## src/rtl/photodiode_beam_detector.sv

```systemverilog
// Laser-harp photodiode front end: per-channel synchroniser and debouncer,
// plus a first-word-fall-through event queue of beam break/restore events.
module photodiode_beam_detector #(
    parameter int DEBOUNCE_CYCLES = 50000,
    parameter bit INVERT          = 1'b1,
    parameter int FIFO_DEPTH      = 8,
    localparam int LVL_W          = $clog2(FIFO_DEPTH) + 1
) (
    input  logic             clk,
    input  logic             reset,
    input  logic [7:0]       pd_in,
    output logic [7:0]       beam_state,
    output logic             evt_valid,
    output logic [3:0]       evt_data,
    input  logic             evt_ready,
    output logic             overflow,
    output logic [LVL_W-1:0] fifo_level
);

    localparam int CNT_W = $clog2(DEBOUNCE_CYCLES);
    localparam int PTR_W = $clog2(FIFO_DEPTH);
    localparam logic [CNT_W-1:0] CNT_MAX = CNT_W'(DEBOUNCE_CYCLES - 1);
    localparam logic [LVL_W-1:0] LVL_FULL = LVL_W'(FIFO_DEPTH);

    logic [7:0]       sync1_q, sync2_q, s;
    logic [CNT_W-1:0] cnt_q [8];
    logic [CNT_W-1:0] cnt_d [8];
    logic [7:0]       beam_state_q, beam_state_d, flip;
    logic [7:0]       pend_q, pend_d, grant;
    logic             stage_vld_q, stage_vld_d;
    logic [3:0]       stage_word_q, stage_word_d;
    logic [PTR_W-1:0] wr_ptr_q, wr_ptr_d, rd_ptr_q, rd_ptr_d;
    logic [LVL_W-1:0] level_q, level_d;
    logic             evt_valid_q, evt_valid_d;
    logic [3:0]       evt_data_q, evt_data_d;
    logic             overflow_q, overflow_d;
    logic [3:0]       mem_q [FIFO_DEPTH];
    logic             pop, wr, grant_ok;
    logic [2:0]       sel;

    always_comb begin
        s            = sync2_q ^ {8{INVERT}};
        beam_state_d = beam_state_q;
        flip         = '0;
        for (int i = 0; i < 8; i++) begin
            cnt_d[i] = cnt_q[i];
            if (s[i] == beam_state_q[i]) begin
                cnt_d[i] = '0;
            end else if (cnt_q[i] == CNT_MAX) begin
                beam_state_d[i] = ~beam_state_q[i];
                cnt_d[i]        = '0;
                flip[i]         = 1'b1;
            end else begin
                cnt_d[i] = cnt_q[i] + CNT_W'(1);
            end
        end
    end

    // A staging register sits between arbitration and the FIFO write; a new
    // grant is only issued when the staged word is guaranteed a slot.
    always_comb begin
        pop      = evt_valid_q && evt_ready;
        wr       = stage_vld_q && ((level_q != LVL_FULL) || pop);
        level_d  = level_q + LVL_W'(wr) - LVL_W'(pop);
        wr_ptr_d = wr_ptr_q + PTR_W'(wr);
        rd_ptr_d = rd_ptr_q + PTR_W'(pop);
        grant_ok = (!stage_vld_q || wr) && ((level_d != LVL_FULL) || pop);

        sel = 3'd0;
        for (int i = 7; i >= 0; i--) begin
            if (pend_q[i]) sel = 3'(i);
        end

        grant        = '0;
        stage_vld_d  = stage_vld_q && !wr;
        stage_word_d = stage_word_q;
        if (grant_ok && (pend_q != '0)) begin
            grant[sel]   = 1'b1;
            stage_vld_d  = 1'b1;
            stage_word_d = {beam_state_q[sel], sel};
        end

        pend_d      = (pend_q & ~grant) | flip;
        overflow_d  = overflow_q || ((flip & pend_q & ~grant) != '0);
        evt_valid_d = (level_d != '0);
        evt_data_d  = (wr && (wr_ptr_q == rd_ptr_d)) ? stage_word_q : mem_q[rd_ptr_d];
    end

    always_ff @(posedge clk) begin
        if (reset) begin
            sync1_q      <= {8{INVERT}};
            sync2_q      <= {8{INVERT}};
            for (int i = 0; i < 8; i++) cnt_q[i] <= '0;
            beam_state_q <= '0;
            pend_q       <= '0;
            stage_vld_q  <= 1'b0;
            stage_word_q <= '0;
            wr_ptr_q     <= '0;
            rd_ptr_q     <= '0;
            level_q      <= '0;
            evt_valid_q  <= 1'b0;
            evt_data_q   <= '0;
            overflow_q   <= 1'b0;
        end else begin
            sync1_q      <= pd_in;
            sync2_q      <= sync1_q;
            cnt_q        <= cnt_d;
            beam_state_q <= beam_state_d;
            pend_q       <= pend_d;
            stage_vld_q  <= stage_vld_d;
            stage_word_q <= stage_word_d;
            wr_ptr_q     <= wr_ptr_d;
            rd_ptr_q     <= rd_ptr_d;
            level_q      <= level_d;
            evt_valid_q  <= evt_valid_d;
            evt_data_q   <= evt_data_d;
            overflow_q   <= overflow_d;
        end
    end

    // NOTE: the queue storage has no reset; occupancy is tracked by the
    // pointers and level, so stale contents are never presented as valid.
    always_ff @(posedge clk) begin
        if (wr) mem_q[wr_ptr_q] <= stage_word_q;
    end

    assign beam_state = beam_state_q;
    assign evt_valid  = evt_valid_q;
    assign evt_data   = evt_data_q;
    assign overflow   = overflow_q;
    assign fifo_level = level_q;

endmodule

```

## config.mk

```make
export PLATFORM = sky130hd
export DESIGN_NAME = photodiode_beam_detector
export DESIGN_NICKNAME = d
export VERILOG_FILES = /design/src/rtl/photodiode_beam_detector.sv
export SDC_FILE = /design/constraint.sdc
export NUM_CORES = 1
export LEC_CHECK = 0
export CAP_MARGIN = 5
export CORE_MARGIN = 2
export CORE_UTILIZATION = 63
export DETAILED_ROUTE_END_ITERATION = 6
export DONT_BUFFER_PORTS = 1
export PLACE_DENSITY = 0.79
export SLEW_MARGIN = 20
export SYNTH_ARGS = -nofsm -noshare
export SYNTH_HDL_FRONTEND = slang
export SYNTH_SLANG_ARGS = --single-unit
```

## constraint.sdc

```tcl
create_clock -name clk -period 3.2 [get_ports clk]
set_clock_uncertainty 0.2 [all_clocks]
set_input_delay 0.48 -clock clk [delete_from_list [all_inputs] [get_ports clk]]
set_output_delay 0.48 -clock clk [all_outputs]
set_load 0.01 [all_outputs]
```

; Word-level counts from Yosys, hierarchy flattened
; Memories as Yosys holds them, arrays and structs flattened. A register that Yosys moved wholly into a read port is not among the register bits.
; Index checks and enable logic that the tools add are counted.
[classes]
add_sub_neg = 12
multipliers = 0
div_mod_pow = 0
order_cmp = 2
n_eq_ne = 18
shift = 0
mux = 32
bitwise_logic = 22
reduce_logical = 31
[ops]
columns = operator, n
row1 = $add 16x1->16 const B, 8
row2 = $eq 16x16->1 const B, 8
row3 = $and 8x8->8, 3
row4 = $mux 3, 8
row5 = $reduce_or 3->1, 8
row6 = $mux 1, 21
row7 = $not 1->1, 16
row8 = $not 8->8, 2
row9 = $reduce_and 2->1, 8
row10 = $reduce_bool 8->1, 2
row11 = $eq 1x1->1, 8
row12 = $mux 8, 1
row13 = $ne 4x4->1 const B, 2
row14 = $or 8x8->8, 1
row15 = $add 3x1->3, 2
row16 = $logic_and 1x1->1, 6
row17 = $add 4x1->4, 1
row18 = $logic_or 1x1->1, 4
row19 = $lt 3x4->1 const B, 1
row20 = $reduce_bool 4->1, 1
row21 = $sub 4x1->4, 1
row22 = $bmux 1 s3, 1
row23 = $demux 1 s3, 1
row24 = $ge 3x1->1 const B, 1
row25 = $logic_not 1->1, 2
[word_totals]
ff_bits = 177
latchBits = 0
ram_bits = 32
rom_bits = 0
inputBits = 11
out_inout_bits = 18
wordCells = 144
n_memories = 1
[mem_list]
columns = memory, words, width, rd, rd_clocked_by_memory_dff, write_ports, line
row1 = mem_q, 8, 4, 1, 1, 1, 37  ; logic [3:0] mem_q [FIFO_DEPTH];

; Longest topological paths before layout
; Gate-level depths: netlist of the first run.
[logic_depth]
depth_word = 17
ltp_mapped = 14
depth_no_buf = 14

; Least setup slack after synthesis of the first run
; No wires, ideal clock.
[synth_timing]
path_kind = register to register
start = register level_q[2], in the netlist fifo_level[2]
end = register stage_word_q[0]
setup_ns = 0.128
t_arrival_ns = 2.663
t_required_ns = 2.872
setup_slack_ns = 0.209
path_stages_with_launch = 15
path_buffers = 0
synth_period_minus_slack_ns = 2.991
path_cell_list = dfxtp_1 > inv_1 > ha_1 > nand3_1 > nand2_1 > o21ai_0 > ha_1 > inv_1 > fa_1 > xnor2_1 > nor3_1 > o211ai_2 > o211ai_1 > mux2i_1 > nor2_1
[synth_via]
elab_chain_cells = 9
word_cells_on_any_way = 10
cone_classes = 2 x add/sub / 2 x eq/ne / 6 x reduce/logical
[synth_lines]
columns = element, line
row1 = start: declaration, 33  ; logic [LVL_W-1:0] level_q, level_d;
row2 = start signal: assignment, 114  ; level_q <= level_d;
row3 = $ne 4x4->1, 63  ; wr = stage_vld_q && ((level_q != LVL_FULL) || pop);
row4 = $logic_or 1x1->1, 63
row5 = $logic_and 1x1->1, 63
row6 = $add 4x1->4, 64  ; level_d = level_q + LVL_W'(wr) - LVL_W'(pop);
row7 = $sub 4x1->4, 64
row8 = $ne 4x4->1, 67  ; grant_ok = (!stage_vld_q || wr) && ((level_d != LVL_FULL) || pop);
row9 = $logic_or 1x1->1, 67
row10 = $logic_and 1x1->1 (*), 67
row11 = $logic_and 1x1->1 (*), 77  ; if (grant_ok && (pend_q != '0)) begin
row12 = end signal: assignment, 111  ; stage_word_q <= stage_word_d;
row13 = end: declaration, 31  ; logic [3:0] stage_word_q, stage_word_d;
; Every way passes the cells marked *; elsewhere a longest branch is shown, timed or not.
; A chain may end at the register's enable or synchronous reset.

; Final worst setup path of the first run
[layout_timing]
start = register level_q[2], in the netlist fifo_level[2]
end = register overflow_q, in the netlist overflow
[layout_via]
elab_chain_cells = 14
word_cells_on_any_way = 15
cone_classes = 2 x add/sub / 2 x eq/ne / 1 x mux / 2 x bitwise / 8 x reduce/logical
[layout_lines]
columns = element, line
row1 = $ne 4x4->1, 63
row2 = $logic_or 1x1->1, 63
row3 = $logic_and 1x1->1, 63
row4 = $add 4x1->4, 64
row5 = $sub 4x1->4, 64
row6 = $ne 4x4->1, 67
row7 = $logic_or 1x1->1, 67
row8 = $logic_and 1x1->1 (*), 67
row9 = $logic_and 1x1->1 (*), 77
row10 = $mux 8 (*), 77
row11 = $not 8->8 (*), 84  ; overflow_d = overflow_q || ((flip & pend_q & ~grant) != '0);
row12 = $and 8x8->8 (*), 84
row13 = $reduce_bool 8->1 (*), 84
row14 = $logic_or 1x1->1 (*), 84
row15 = end signal: assignment, 117  ; overflow_q <= overflow_d;
row16 = end: declaration, 36  ; logic overflow_q, overflow_d;
; Marks and branches as above.

==> results.txt, run 1 <==
n_diodes = 0
hold path endpoint = cnt_q[17]
Max IR drop VDD = 0.4591 mV
EDFF count, synth = 32
wire length on met1 = 7767 um
R2R Path End = overflow
post-synthesis instance total = 918
Area Growth Syn to Fin = 10.87%
Synth top area share = 0.4015
share of layout cells above drive strength 1 = 0.09302
Worst Path Arrival = 3.20 ns
outcome = completed
CTS buffer count = 21
routed vias/inst = 5.504
GP Congestion = 0.8745
number of clock sinks = 213
PortBufs = 0
Avg Inst Size Synth = 9.831 um2
Finished Core Util = 0.7181
met3 WL post-DR = 585 um
Pint = 4611 uW
synthesized area = 9025 um2
# nets final = 960
final setup fails = 0
Yosys top cell by area = dfxtp_1
Async SR Flop Fraction = 0
hpwl dp = 10,770 um
Crit Path Max Fanout = 8
clock-pin slew on the worst setup and hold paths = 0.06 ns
Hold Path Depth = 2
die width = 123.7 um
top cells by area, synth = dfxtp_1, edfxtp_1, nor2_1
post-synth net total = 946
Initial Utilization = 0.6477
clk_lat worst skew = 0.49 ns
CTS root buffer = clkbuf_16
setup TNS = 0 ns
vias = 6,198
Pre-Repair DR Iteration Count = 4
Crit. End Element = flop
# H-tree levels = 1
gr ovfl total = 0
worst r2r src = fifo_level[2]
Combinational Power Share = 0.094
Slew Limit Fails = 0
io pins = 29
# DRC = 0
placed cell count = 1,079
DR WL/cell = 14.66 um
flop2flop setup slack = 0.22 ns
crit path time final = 2.984 ns
vias in the first global route = 5,963
die height = 123.7 um
WL final = 16,510 um
f_max = 335.2 MHz
GRT Util Overall = 0.2261
CTS tree = built
# rows = 43
kind of critical path = reg -> reg
largest net degree at the start of global routing = 54
Clk pwr share = 0.435
synthesis-stage register bit count = 213
Worst Path Required = 3.41 ns
Reg power frac = 0.471
post-route insts no fill = 1,126
worst hold start = reset
switching power = 1325 uW
setup repair bufs after CTS = 0
first-pass GRT wire length = 28,080 um
Hold Crit Class = in -> reg
Sw Share = 0.2232
cell depth of the worst flop-to-flop path = 15
metal2 WL = 7825 um
unique cell type count in the Yosys netlist = 65
CTS Buffer Depth = 3
Slew HR = 0.4092
Final ANT Viol Nets = 0
initial antenna violation count = 0
First DRT Iteration DRCs = 393
Seq/Total Area, Yosys = 0.5080
hold slack = 0.03356 ns
Lkg Pwr = 0.003449 uW
Final Cycle Share = 0.9324
Startpoint Class = flop
pwr/cell area = 593.3 nW/um2
Slew @ Worst Pin = 0.8780 ns
synth warn = 0
Max-Cap Viols = 0
RSZ-0062 raised after global routing = no
die footprint = 15,300 um2
Fin. Hold Viols = 0
highest routed layer = met4
Core ar. = 13,930 um2
Top FF cell, synth = dfxtp_1
## final cells by class
class,count,area [um2]
Clock buffer,28,581.8
Clock inverter,9,142.6
Fill cell,981,3929
Inverter,25,93.84
Multi-Input combinational cell,655,4223
Sequential cell,213,4584
Tap cell,180,225.2
Timing Repair Buffer,16,155.1
## worst max path at each step
| stage | from | end | slack (ns) | depth (start not counted) |
|---|---|---|---|---|
| after global routing | fifo_level[2] | stage_word_q[2] | 0.006 | 15 |
| after global placement | fifo_level[2] | overflow | 0.26 | 15 |
| after floorplan | fifo_level[2] | stage_word_q[0] | 0.21 | 14 |
| after CTS | fifo_level[2] | stage_word_q[2] | 0.20 | 14 |
| after detailed placement | fifo_level[2] | stage_word_q[2] | 0.22 | 14 |
| final | fifo_level[2] | overflow | 0.22 | 15 |
## per-layer routing
layer  vias up  track usage
met1      2912       0.3071
met5         -            0
met4         0      0.05469
li1       3169            -
met3        24      0.04258
met2        93       0.3757
## through the flow
step	power [uW]	worst slack [ns]	instance area (um2)
after global routing	6151	0.006367	10010
final	5936	0.2165	10010
after detailed placement	3364	0.2249	9159
after CTS	5944	0.2014	9993
after floorplan	3257	0.2090	9025
after global placement	3357	0.2632	9159
## layout by cell type, fill, tap and decap left out, types with 9 or more instances in the layout
| cell type | Yosys | final |
|---|---|---|
| a21oi_1 | 19 | 19 |
| nor3_1 | 18 | 17 |
| nand3_1 | 50 | 50 |
| xor2_1 | 64 | 64 |
| edfxtp_1 | 32 | 32 |
| nor2_1 | 188 | 188 |
| or2_2 | 19 | 19 |
| ha_1 | 16 | 16 |
| o21ai_0 | 13 | 13 |
| inv_1 | 25 | 25 |
| nand2_1 | 47 | 47 |
| clkbuf_16 | 0 | 21 |
| nand4_1 | 20 | 20 |
| xnor2_1 | 58 | 57 |
| and3_1 | 26 | 26 |
| dlygate4sd3_1 | 0 | 9 |
| dfxtp_1 | 181 | 181 |
## critical path, cell delays in order (launching register included)
cell and delay [ns]:
dfxtp_1 0.32, inv_1 0.05, ha_1 0.22, nand3_1 0.07, nand2_1 0.06, o21ai_0 0.15
ha_1 0.21, inv_1 0.06, fa_1 0.40, xnor2_2 0.17, nor3_2 0.19, o211ai_2 0.15
buf_4 0.19, a21oi_1 0.11, o21ai_0 0.12, a41oi_2 0.21
## logic make-up (layout without fill, tap and decap cells)
family	Yosys count	in the layout	synth area share
AND/OR/NAND/NOR	438	438	0.2476
buffers and inverters	50	78	0.02551
XOR/XNOR	122	122	0.1184
AO/OA/AOI/OAI	60	60	0.04450
flip-flops	213	213	0.5080
adder cells (fa/ha/maj)	17	17	0.02440
multiplexers	18	18	0.03161
## power groups by stage
stage	sequential, uW	clock (uW)	combinational [uW]
after floorplan	2860	0	397
after global placement	2850	0	504
after detailed placement	2850	0	510
after CTS	2790	2610	536
after global routing	2800	2720	627
final	2790	2580	560
## state kept, by name (all words and copies together), names as in the netlist
register and flops:
evt_data 4, stage_word_q 4, beam_state 8, rd_ptr_q 3
sync2_q 8, stage_vld_q 1, evt_valid 1, mem_q 32
overflow 1, cnt_q 128, sync1_q 8, fifo_level 4
wr_ptr_q 3, pend_q 8
## timing repair
item | CTS | global route
resized for setup | 0 | 2
setup endpoints to repair | 0 | 3
hold buffers | 10 | 0
endpoints found under the hold margin | 53 | 0
## synthesized netlist by cell type (18+ instances only)
| cell | n |
|---|---|
| a21oi_1 | 19 |
| and3_1 | 26 |
| dfxtp_1 | 181 |
| edfxtp_1 | 32 |
| inv_1 | 25 |
| nand2_1 | 47 |
| nand3_1 | 50 |
| nand4_1 | 20 |
| nor2_1 | 188 |
| nor3_1 | 18 |
| or2_2 | 19 |
| xnor2_1 | 58 |
| xor2_1 | 64 |
No activity file was read; power rests on OpenSTA's default activity.
==> run 2, diff against run 1 <==
--- a/config.mk
+++ b/config.mk
@@ -7,10 +7,11 @@
 export LEC_CHECK = 0
 export CAP_MARGIN = 5
 export CORE_MARGIN = 2
-export CORE_UTILIZATION = 63
+export CORE_UTILIZATION = 65
+export CTS_BUF_LIST = sky130_fd_sc_hd__clkbuf_4
 export DETAILED_ROUTE_END_ITERATION = 6
 export DONT_BUFFER_PORTS = 1
-export PLACE_DENSITY = 0.79
+export PLACE_DENSITY = 0.81
 export SLEW_MARGIN = 20
 export SYNTH_ARGS = -nofsm -noshare
 export SYNTH_HDL_FRONTEND = slang
==> run 2 against run 1 <==
Clock power decreased by 15%. Via count grew 4.7%. Register-to-register slack worse by 0.10 ns. Global-route usage fell by 0.086 points. First-iteration DRC count grew 15%. Sequential cell count unchanged. Total power decreased by 5.9%. Largest cell class unchanged.
==> results.txt, run 2 (same netlist as run 1, synthesis figures left out) <==
Clk pwr share = 0.393
# DRC = 0
die width = 121.8 um
clock-pin slew on the worst setup and hold paths = 0.07 ns
Pint = 4154 uW
WL final = 16,240 um
kind of critical path = reg -> reg
initial antenna violation count = 2
Pre-Repair DR Iteration Count = 5
Seq. cell area = 4584 um2
Slew HR = 0.3861
crit path time final = 3.088 ns
Slew @ Worst Pin = 0.9125 ns
Finished Core Util = 0.7265
Lkg Pwr = 0.003495 uW
io pins = 29
die footprint = 14,840 um2
Final ANT Viol Nets = 0
post-route insts no fill = 1,191
die height = 121.8 um
# H-tree levels = 2
fillers = 1,018
vias = 6,491
first-pass GRT wire length = 27,420 um
Sw Share = 0.2560
GRT Util Overall = 0.2252
switching power = 1430 uW
number of clock sinks = 213
hpwl dp = 10,750 um
Area Growth Syn to Fin = 10.44%
CTS Buffer Depth = 3
share of layout cells above drive strength 1 = 0.1356
most frequent cells in the layout = nor2_1, dfxtp_1, clkbuf_4, xor2_1, xnor2_1
First DRT Iteration DRCs = 450
Multi-input gate area = 4218 um2
outcome = completed
DR WL/cell = 13.64 um
Reg power frac = 0.501
# nets final = 994
Startpoint Class = flop
biggest regs = cnt_q x128, mem_q x32
Hold Crit Class = in -> reg
pwr/cell area = 560.2 nW/um2
clk_lat worst skew = 0.64 ns
GP Congestion = 0.8680
Crit Path Max Fanout = 7
Core ar. = 13,720 um2
largest net degree at the start of global routing = 56
Final Cycle Share = 0.9650
CTS root buffer = clkbuf_4
PortBufs = 0
placed cell count = 1,079
# rows = 43
Max IR drop VDD = 0.4199 mV
commonest non-fill, non-tap cell in the layout = nor2_1
max reg flops = 128
Worst Path Required = 3.57 ns
Biggest register = cnt_q
Initial Utilization = 0.6578
Worst Path Arrival = 3.46 ns
Crit. End Element = flop
gr ovfl total = 0
vias in the first global route = 6,287
Fin. Hold Viols = 0
routed vias/inst = 5.450
CTS tree = built
final setup fails = 0
Max-Cap Viols = 0
f_max = 323.8 MHz
Slew Limit Fails = 0
Combinational Power Share = 0.106
CTS buffer count = 53
==> run 2: metrics by stage <==
step                hold WS [ns]  total power [uW]  setup TNS [ns]  setup slack, ns  instance area [um2]
global placement          0.1953              3349               0           0.1485                 9159
finish                   0.07792              5584               0           0.1120                 9967
floorplan                 0.1895              3257               0           0.2090                 9025
detailed placement        0.1998              3377               0          0.06205                 9159
global route             0.06963              5848         -0.3202          -0.1101                 9967
CTS                      0.01880              5610               0          0.01554                 9942
==> run 2: power by group through the flow <==
stage / Combinational, uW / Sequential (uW) / Clock [uW]
6_report: 592 / 2800 / 2200
5_1_grt: 650 / 2800 / 2400
4_1_cts: 552 / 2800 / 2260
3_5_place_dp: 520 / 2860 / 0
3_3_place_gp: 497 / 2850 / 0
2_1_floorplan: 397 / 2860 / 0
==> run 2: worst paths after layout <==
kind                 startpoint     endpoint  slack [ns]  depth (start not counted)
hold / removal        evt_ready  stage_vld_q        0.08                          3
hold reg to reg      sync1_q[2]   sync2_q[2]        0.21                          1
setup / recovery  fifo_level[2]     overflow        0.11                         15
setup reg to reg  fifo_level[2]     overflow        0.11                         15
==> run 2: metal layers <==
layer | vias to the layer above | wire, um | global-route usage
met5 | - | 13 | 0
met4 | 2 | 239 | 0.08621
met1 | 3063 | 7467 | 0.2799
met2 | 129 | 7788 | 0.3802
li1 | 3272 | - | -
met3 | 25 | 732 | 0.05431
==> run 2: cell type report <==
cell class	instances	area share
diodes	1	0.0002511
clock buffers	72	0.05423
clock inverters	27	0.01331
inverters	25	0.009415
multi-input cells	655	0.4232
flip-flops and latches	213	0.4600
well taps	180	0.02260
repair buffers	18	0.01707
==> run 2: worst max-delay path, cell delays in order (launching register included) <==
cell      delay (ns)
dfxtp_1         0.34
inv_1           0.07
ha_1            0.22
nand3_1         0.07
nand2_1         0.07
o21ai_0         0.18
ha_2            0.23
inv_1           0.05
fa_1            0.52
nand2b_1        0.11
nor3_2          0.17
o211ai_2        0.16
buf_4           0.19
a21oi_1         0.12
o21ai_0         0.13
a41oi_2         0.19
==> run 2: what timing repair did <==
action,4_1_cts,5_1_grt
hold buffers,10,0
endpoints found under the hold margin,54,0
buffers inserted,0,2
gates resized for setup,0,2
setup endpoints to repair,0,11
==> run 3, diff against run 2 <==
--- a/config.mk
+++ b/config.mk
@@ -12,6 +12,7 @@
 export DETAILED_ROUTE_END_ITERATION = 6
 export DONT_BUFFER_PORTS = 1
 export PLACE_DENSITY = 0.81
+export SETUP_SLACK_MARGIN = 0.15
 export SLEW_MARGIN = 20
 export SYNTH_ARGS = -nofsm -noshare
 export SYNTH_HDL_FRONTEND = slang
==> run 3 against run 2 <==
Via count is 0.22% higher. Global-route usage rose by 0.070 points. Register-to-register slack gained 0.12 ns. Non-clock buffer count grew 4. Critical endpoint is now stage_word_q[1]. Largest cell class unchanged.
==> results.txt, run 3 (same netlist as run 1, synthesis figures left out) <==
Clk pwr share = 0.388
Slew Limit Fails = 0
Lkg Pwr = 0.003523 uW
Crit Path Max Fanout = 5
setup TNS = 0 ns
Combinational Power Share = 0.117
crit-path most repeated cell = inv_2
Worst Path Required = 3.53 ns
vias = 6,505
routed vias/inst = 5.444
PortBufs = 0
gr ovfl total = 0
largest net degree at the start of global routing = 56
Sw Share = 0.2576
Slew HR = 0.3935
crit path time final = 2.964 ns
die footprint = 14,840 um2
first-pass GRT wire length = 27,500 um
CTS Buffer Depth = 3
RSZ-0062 raised after global routing = no
final setup fails = 0
die height = 121.8 um
DR WL/cell = 13.67 um
pwr/cell area = 564.2 nW/um2
Fin. Hold Viols = 0
CTS root buffer = clkbuf_4
# DRC = 0
commonest non-fill, non-tap cell in the layout = nor2_1
die width = 121.8 um
clock-pin slew on the worst setup and hold paths = 0.07 ns
Slew @ Worst Pin = 0.9015 ns
outcome = completed
kind of critical path = reg -> reg
Core ar. = 13,720 um2
initial antenna violation count = 2
f_max = 337.4 MHz
biggest regs = cnt_q x128, mem_q x32
GP Congestion = 0.8680
Hold Crit Class = in -> reg
switching power = 1458 uW
most frequent cells in the layout = nor2_1, dfxtp_1, clkbuf_4, xor2_1, xnor2_1
hpwl dp = 10,750 um
overall power = 5661 uW
post-route insts no fill = 1,195
number of clock sinks = 213
Max IR drop VDD = 0.4202 mV
placed cell count = 1,079
Final Cycle Share = 0.9261
Pre-Repair DR Iteration Count = 4
GRT Util Overall = 0.2259
hold slack = 0.04049 ns
vias in the first global route = 6,315
Pint = 4203 uW
Max-Cap Viols = 0
io pins = 29
# rows = 43
Reg power frac = 0.495
max incr delay on CP = 0.53 ns
WL final = 16,340 um
CTS buffer count = 53
Area Growth Syn to Fin = 11.19%
# nets final = 998
Finished Core Util = 0.7314
Initial Utilization = 0.6578
# H-tree levels = 2
Startpoint Class = flop
Biggest register = cnt_q
First DRT Iteration DRCs = 356
Crit. End Element = flop
worst-path cell chain = inv_2, ha_4, nand3_2, nand2_2, o21ai_1, ha_2, inv_2, fa_1, nand2b_1, nor3_2, o211ai_2, o211ai_1, mux2i_1, nor2_1
clk_lat worst skew = 0.64 ns
Final ANT Viol Nets = 0
max reg flops = 128
Worst Path Arrival = 3.29 ns
critical path's slowest cell = fa_1
CTS tree = built
share of layout cells above drive strength 1 = 0.1499
-- run 3: power by group through the flow --
stage	registers (uW)	logic [uW]	clock network [uW]
after floorplan	2860	397	0
after global placement	2850	497	0
after detailed placement	2860	520	0
after CTS	2800	573	2260
after global routing	2810	718	2400
final	2800	664	2190
-- run 3: path summary, 6_finish.rpt --
path | start | to | slack (ns) | cells after the start
max | fifo_level[2] | stage_word_q[1] | 0.24 | 14
min | evt_ready | stage_vld_q | 0.04 | 3
max reg2reg | fifo_level[2] | stage_word_q[1] | 0.24 | 14
min reg2reg | sync1_q[2] | sync2_q[2] | 0.21 | 1
-- run 3: final cells by class --
cell class | instances | area [um2]
antenna | 1 | 2.502
clock buffer | 72 | 540.5
clock inverter | 27 | 132.6
fill | 992 | 3685
inverter | 25 | 93.84
multi-input combinational | 655 | 4248
sequential | 213 | 4588
tap | 180 | 225.2
timing repair buffer | 22 | 203.9
-- run 3: layer usage --
metal	track usage	up-vias	part of all wire
met5	0	-	0.00080
met4	0.09052	2	0.019
met3	0.05478	31	0.049
met2	0.3806	130	0.48
met1	0.2796	3056	0.45
li1	-	3286	-
-- run 3: worst max-delay path, delay by kind of cell (launching register included) --
kind | cells | cell delay, ns
fa+ha+maj | 3 | 0.90
compound gates | 3 | 0.59
simple gates | 5 | 0.48
flops | 1 | 0.34
mux | 1 | 0.25
buf+inv | 2 | 0.09
-- run 3: per-stage QoR --
step | setup WS (ns) | area [um2]
floorplan | 0.2090 | 9025
global placement | 0.1485 | 9159
detailed placement | 0.06205 | 9159
CTS | 0.2083 | 9962
global route | 0.08569 | 10030
finish | 0.2364 | 10030
-- run 3: repair_timing --
action,CTS,global route
pin swaps,2,7
setup buffers,2,4
endpoints found under the setup margin,5,12
endpoints found under the hold margin,54,0
gates resized for setup,1,15
hold buffers,10,0
